### src/rtl/mem_arbiter.sv
// mem_arbiter: shares one variable-latency memory port between the fetch and data stages.
// The optional watchdog abort is built only when MEM_ARB_TIMEOUT_EN is defined.
module mem_arbiter #(
  parameter int AW         = 32,
  parameter int DW         = 32,
  parameter int STARVE_MAX = 4,
  parameter int TIMEOUT    = 255
) (
  input  logic          clk,
  input  logic          reset,
  input  logic          i_req,
  input  logic [AW-1:0] i_addr,
  output logic [DW-1:0] i_rdata,
  output logic          i_ack,
  input  logic          d_req,
  input  logic          d_we,
  input  logic [AW-1:0] d_addr,
  input  logic [DW-1:0] d_wdata,
  output logic [DW-1:0] d_rdata,
  output logic          d_ack,
  output logic          m_req,
  output logic          m_we,
  output logic [AW-1:0] m_addr,
  output logic [DW-1:0] m_wdata,
  input  logic [DW-1:0] m_rdata,
  input  logic          m_ready,
  output logic          stall_if,
  output logic          stall_mem,
  output logic          err
);

  typedef enum logic [1:0] {
    IDLE   = 2'd0,
    BUSY_I = 2'd1,
    BUSY_D = 2'd2,
    DONE   = 2'd3
  } state_t;

  state_t        state_q;
  logic [3:0]    starve_cnt_q;
  logic          m_req_q;
  logic          m_we_q;
  logic [AW-1:0] m_addr_q;
  logic [DW-1:0] m_wdata_q;
  logic [DW-1:0] i_rdata_q;
  logic [DW-1:0] d_rdata_q;
  logic          i_ack_q;
  logic          d_ack_q;

  logic          d_wins;
  logic          finish_d;
  logic [DW-1:0] fill_d;

  // Data has priority unless a waiting fetch has already been passed over STARVE_MAX times.
  assign d_wins = d_req && (!i_req || (starve_cnt_q < 4'(STARVE_MAX)));

`ifdef MEM_ARB_TIMEOUT_EN
  logic [7:0] wdog_q;
  logic       err_q;
  logic       busy;

  assign busy     = (state_q == BUSY_I) || (state_q == BUSY_D);
  assign finish_d = m_ready || (wdog_q == 8'(TIMEOUT - 1));
  assign fill_d   = m_ready ? m_rdata : DW'(32'hDEADBEEF);
  assign err      = err_q;

  // The counter sits at zero outside BUSY, so every BUSY entry starts a fresh count.
  always_ff @(posedge clk or negedge reset) begin
    if (!reset) begin
      wdog_q <= 8'd0;
      err_q  <= 1'b0;
    end else begin
      wdog_q <= busy ? wdog_q + 8'd1 : 8'd0;
      err_q  <= busy && finish_d && !m_ready;
    end
  end
`else
  logic unused_timeout;
  assign unused_timeout = ^32'(TIMEOUT);
  assign finish_d       = m_ready;
  assign fill_d         = m_rdata;
  assign err            = 1'b0;
`endif

  always_ff @(posedge clk or negedge reset) begin
    if (!reset) begin
      state_q      <= IDLE;
      starve_cnt_q <= 4'd0;
      m_req_q      <= 1'b0;
      m_we_q       <= 1'b0;
      m_addr_q     <= '0;
      m_wdata_q    <= '0;
      i_rdata_q    <= '0;
      d_rdata_q    <= '0;
      i_ack_q      <= 1'b0;
      d_ack_q      <= 1'b0;
    end else begin
      i_ack_q <= 1'b0;
      d_ack_q <= 1'b0;
      case (state_q)
        IDLE: begin
          if (d_wins) begin
            state_q   <= BUSY_D;
            m_req_q   <= 1'b1;
            m_we_q    <= d_we;
            m_addr_q  <= d_addr;
            m_wdata_q <= d_wdata;
            if (i_req) begin
              starve_cnt_q <= starve_cnt_q + 4'd1;
            end
          end else if (i_req) begin
            state_q      <= BUSY_I;
            m_req_q      <= 1'b1;
            m_we_q       <= 1'b0;
            m_addr_q     <= i_addr;
            m_wdata_q    <= '0;
            starve_cnt_q <= 4'd0;
          end
        end
        BUSY_I: begin
          if (finish_d) begin
            state_q   <= DONE;
            m_req_q   <= 1'b0;
            i_ack_q   <= 1'b1;
            i_rdata_q <= fill_d;
          end
        end
        BUSY_D: begin
          if (finish_d) begin
            state_q <= DONE;
            m_req_q <= 1'b0;
            d_ack_q <= 1'b1;
            if (!m_we_q) begin
              d_rdata_q <= fill_d;
            end
          end
        end
        DONE: begin
          state_q <= IDLE;
        end
        default: begin
          state_q <= IDLE;
        end
      endcase
    end
  end

  assign m_req     = m_req_q;
  assign m_we      = m_we_q;
  assign m_addr    = m_addr_q;
  assign m_wdata   = m_wdata_q;
  assign i_rdata   = i_rdata_q;
  assign d_rdata   = d_rdata_q;
  assign i_ack     = i_ack_q;
  assign d_ack     = d_ack_q;
  assign stall_if  = i_req & ~i_ack_q;
  assign stall_mem = d_req & ~d_ack_q;

endmodule

### config.mk
export PLATFORM = sky130hd
export DESIGN_NAME = mem_arbiter
export DESIGN_NICKNAME = d
export VERILOG_FILES = /design/src/rtl/mem_arbiter.sv
export SDC_FILE = /design/constraint.sdc
export NUM_CORES = 1
export LEC_CHECK = 0
export CAP_MARGIN = 10
export CORE_ASPECT_RATIO = 0.6
export CORE_MARGIN = 2
export CORE_UTILIZATION = 30
export CTS_CLUSTER_DIAMETER = 200
export CTS_CLUSTER_SIZE = 14
export DETAILED_ROUTE_END_ITERATION = 6
export GPL_TIMING_DRIVEN = 0
export SLEW_MARGIN = 0
export SYNTH_ARGS = -nofsm -noshare
export SYNTH_HDL_FRONTEND = slang
export SYNTH_SLANG_ARGS = --single-unit
### constraint.sdc
create_clock -name clk -period 4.8 [get_ports clk]
set_input_delay 0.72 -clock clk [delete_from_list [all_inputs] [get_ports clk]]
set_output_delay 0.72 -clock clk [all_outputs]
set_load 0.03 [all_outputs]
* Yosys cells after proc, flatten, opt, wreduce, memory -nomap -nowiden
Index checks and enable logic that the tools add are counted.
Storage, ports and cells: output and inout port bits 135, logic and storage cells 55, bits of input ports 134, register bits after elaboration 138
Cells by class: $add $sub $neg 1, bitwise logic cells 5, reductions and logical operators 13, muxes and demuxes 20, order comparisons 1, eq/ne operators 5
Operator list (count):
- 32-bit two-way mux | 4
- 4-bit two-way mux | 3
- 1-bit two-way mux | 8
- 2-bit AND reduction | 4
- 2-bit two-way mux | 3
- 2-bit one-hot mux with 3 select lines | 1
- 3-bit AND reduction | 2
- 4-bit by 1-bit adder with 4-bit output, second input constant | 1
- 2-bit == test, second input constant | 2
- 4-bit by 3-bit less-than comparator with 1-bit output, second input constant | 1
- 2-bit nonzero test | 2
- 3-bit != test, second input constant | 1
- 1-bit NOT | 3
- 1-bit AND | 2
- 2-bit by 1-bit == test with 1-bit output, second input constant | 1
- 2-bit zero test | 1
- 2-bit by 1-bit != test with 1-bit output, second input constant | 1
- 1-bit one-hot mux with 2 select lines | 1
- 2-bit OR reduction | 1
- 1-bit logical AND | 1
- 1-bit zero test | 1
- 1-bit logical OR | 1

* Longest topological paths before layout
depth in word-level cells 5, depth in mapped cells 7, mapped depth without buffers 5

* Worst setup path before layout
Ideal clock, no wire load.
kind input to output, start input port d_req, end output port stall_mem, required time 4.080 ns, stages 3, data arrival time 1.512 ns, path buffers 2, path slack 2.568 ns, cells stage by stage buf_4 buf_2 nor2b_1
On the way: longest elaborated chain between the ends 1
RTL lines:
- start: declaration | line 15 | input logic d_req,
- 1-bit AND | line 157 | assign stall_mem = d_req & ~d_ack_q;
- end: declaration | line 28 | output logic stall_mem,
Every way passes these cells.

* Worst setup path after layout
Ends and elaborated chain as after synthesis.

==> flow_summary.json <==
{
  "nets": 940,
  "overflow": 0,
  "crit_type": "in2out",
  "cp-endpoint": "stall_mem",
  "postCtsSetupBuffers": 0,
  "r2r-end": "m_addr[17]",
  "dr.pass1.iters": 4,
  "clock_path_buffers": 2,
  "area_delta_synth_final_pct": 61.6,
  "maxSlewHeadroom_pct": 62.9,
  "drt_drc_violations_left": 0,
  "endpoint_kind": "primary output",
  "routed-via-count": 5069,
  "row_count": 39,
  "synth.distinct_cells": 31,
  "fp.dieH_um": 113,
  "r2r-start": "state_q[0]",
  "initialDrtViolationCount": 194,
  "cp_max_fo": 10,
  "fin_hold_ws_ns": 0.213,
  "ff2ff_setup_slack_ns": 2.89,
  "p_per_area_mw_per_mm2": 727,
  "crit_start": "d_req",
  "post_cts_resized": 0,
  "root_buffer": "clkbuf_16",
  "place_ws_ns": 1.45,
  "cp.required_ns": 4.08,
  "ant_nets": 0,
  "vdd_drop_max_v": 0.000573,
  "synth_top_area_share_pct": 57.9,
  "initial_core_util_pct": 31.0,
  "port_buffers": 266,
  "htreeDepth": 4,
  "final.fill_count": 1722,
  "synth_cells": 513,
  "totalPowerFinal_uw": 7010,
  "setup_viol": 0,
  "tightest_slew_ns": 0.556,
  "post-route-min-period_ns": 3.35,
  "grt_pass1_wl_um": 29200,
  "met1_usage_pct": 24.0,
  "reg2reg_depth": 6,
  "cap_viol_max_count": 0,
  "ctsHoldBuffers": 0,
  "top_usage_layer": "met2",
  "ys_seq_area_share_pct": 57.9,
  "yosys.area.top_type": "dfrtp_1",
  "final_cell_mix": "265 x clkdlybuf4s50_1, 138 x dfrtp_1, 135 x nand2_1",
  "start_kind": "input pin",
  "syn-cell-area_mm2": 0.00596,
  "use_met2_pct": 27.4,
  "track_usage_pct": 18.0,
  "layout_setup_ws_ns": 1.45,
  "cts_tree": "done",
  "post-route-period-util_pct": 69.9,
  "diodes": 0,
  "place_congestion": 0.836,
  "maxSlewViolCount": 0,
  "routed_wl_um": 18800,
  "final_common_cell": "clkdlybuf4s50_1",
  "synth_nets": 654,
  "rsz0062_at_grt": "false",
  "finClkSkew_ns": 0.00454,
  "cts.sinks": 138,
  "antenna_found_initial": 0,
  "fmax_mhz": 298,
  "grt_start_max_net_pins": 98,
  "dp_hpwl_um": 14000,
  "ioPinCount": 269,
  "wire_per_inst_um": 17.4,
  "via_per_inst": 4.71,
  "grt_use_met3_pct": 6.60,
  "dieArea_mm2": 0.0210,
  "synth_seq_cells": 138,
  "yosysWarnings": 0,
  "clock_latency_ns": 0.41,
  "grt_pass1_vias": 5379,
  "hold_viol": 0,
  "status": "completed",
  "chipWidth_um": 186,
  "placed_cells": 1046,
  "numCtsBuffers": 17,
  "drive_gt1_share_pct": 19.6,
  "postLayoutCoreUtil_pct": 50.1,
  "critPathArrivalTime_ns": 2.63,
  "final_cells": 1077,
  "min_path_type": "in2async",
  "synth.area.top_cells": "dfrtp_1 58%, mux2_2 12%, nand2_1 8.5%",
  "p_leak_uw": 0.00406,
  "syn_avg_cell_area_um2": 11.6,
  "clkTransAtPathRegs_ns": 0.06,
  "core_mm2": 0.0192
}
-- cell type report --
cell class | instances | area (um2) | share of cell area (%)
Sequential cell | 138 | 3450 | 35.8
Clock inverter | 11 | 193 | 2.00
Inverter | 5 | 18.8 | 0.195
Buffer | 40 | 225 | 2.34
Multi-Input combinational cell | 330 | 2260 | 23.5
Timing Repair Buffer | 267 | 2690 | 27.9
Tap cell | 266 | 333 | 3.45
Clock buffer | 20 | 457 | 4.74
-- routing by layer --
metal  wire length [um]  vias to the layer above
met5                  0                        -
met4                250                        0
met3               1650                       22
met2               8300                      198
met1               8570                     2500
li1                   -                     2349
-- sequential cells by signal, indices dropped and copies added (netlist names), 2 cells and up --
name and count:
state_q 2, m_wdata 32, m_addr 32, d_rdata 32, i_rdata 32, starve_cnt_q 4
-- worst max-delay path, stage by stage --
cell	delay, ns
clkdlybuf4s50_1	0.57
buf_4	0.23
buf_2	0.25
nor2b_1	0.16
clkdlybuf4s50_1	0.70
-- cell usage after synthesis --
cell type / number
a21boi_0: 1
a31oi_1: 2
nor2b_1: 4
buf_2: 17
nand4_1: 33
mux2_2: 64
mux2i_1: 2
clkbuf_2: 1
nor2_2: 1
inv_1: 5
and2_1: 2
nand3b_1: 1
nand2_2: 1
buf_4: 6
o21a_1: 1
a211oi_2: 1
clkbuf_1: 12
nor2_1: 1
ha_1: 7
o21ai_0: 6
o21ai_4: 1
o21ai_1: 31
o211ai_2: 30
a21oi_2: 1
buf_6: 4
nand3_1: 1
nand2_1: 135
o211ai_1: 2
conb_1: 1
dfrtp_1: 138
mux2_1: 1
-- worst min-delay path by stage --
stage	depth (start not counted)	end	slack [ns]	startpoint
finish	1	i_rdata[10]	0.21	reset
global route	1	i_rdata[10]	0.21	reset
global placement	2	m_wdata[10]	0.47	m_wdata[10]
CTS	1	i_rdata[8]	0.21	reset
detailed placement	2	m_addr[14]	0.47	m_addr[14]
floorplan	0	d_ack	0.42	reset
-- through the flow --
step           setup TNS [ns]  instance area [um2]
2_1_floorplan               0                 5960
6_report                    0                 9630
5_1_grt                     0                 9630
4_1_cts                     0                 9630
3_3_place_gp          -336.13                 8960
3_5_place_dp                0                 8980
-- cells by family after synthesis --
| family | share of synthesized area (%) |
|---|---|
| flops | 57.9 |
| buf+inv | 4.09 |
| other cells | 0.0629 |
| simple gates | 13.1 |
| fa+ha+maj | 1.47 |
| compound gates | 10.7 |
| mux | 12.6 |
-- where the power goes --
part	switching [uW]	leakage (uW)	internal (uW)
Combinational	2020	0.00204	1530
Clock	512	0.000312	948
Sequential	290	0.00170	1700
Note: power is estimated with default switching activity, not from simulation.
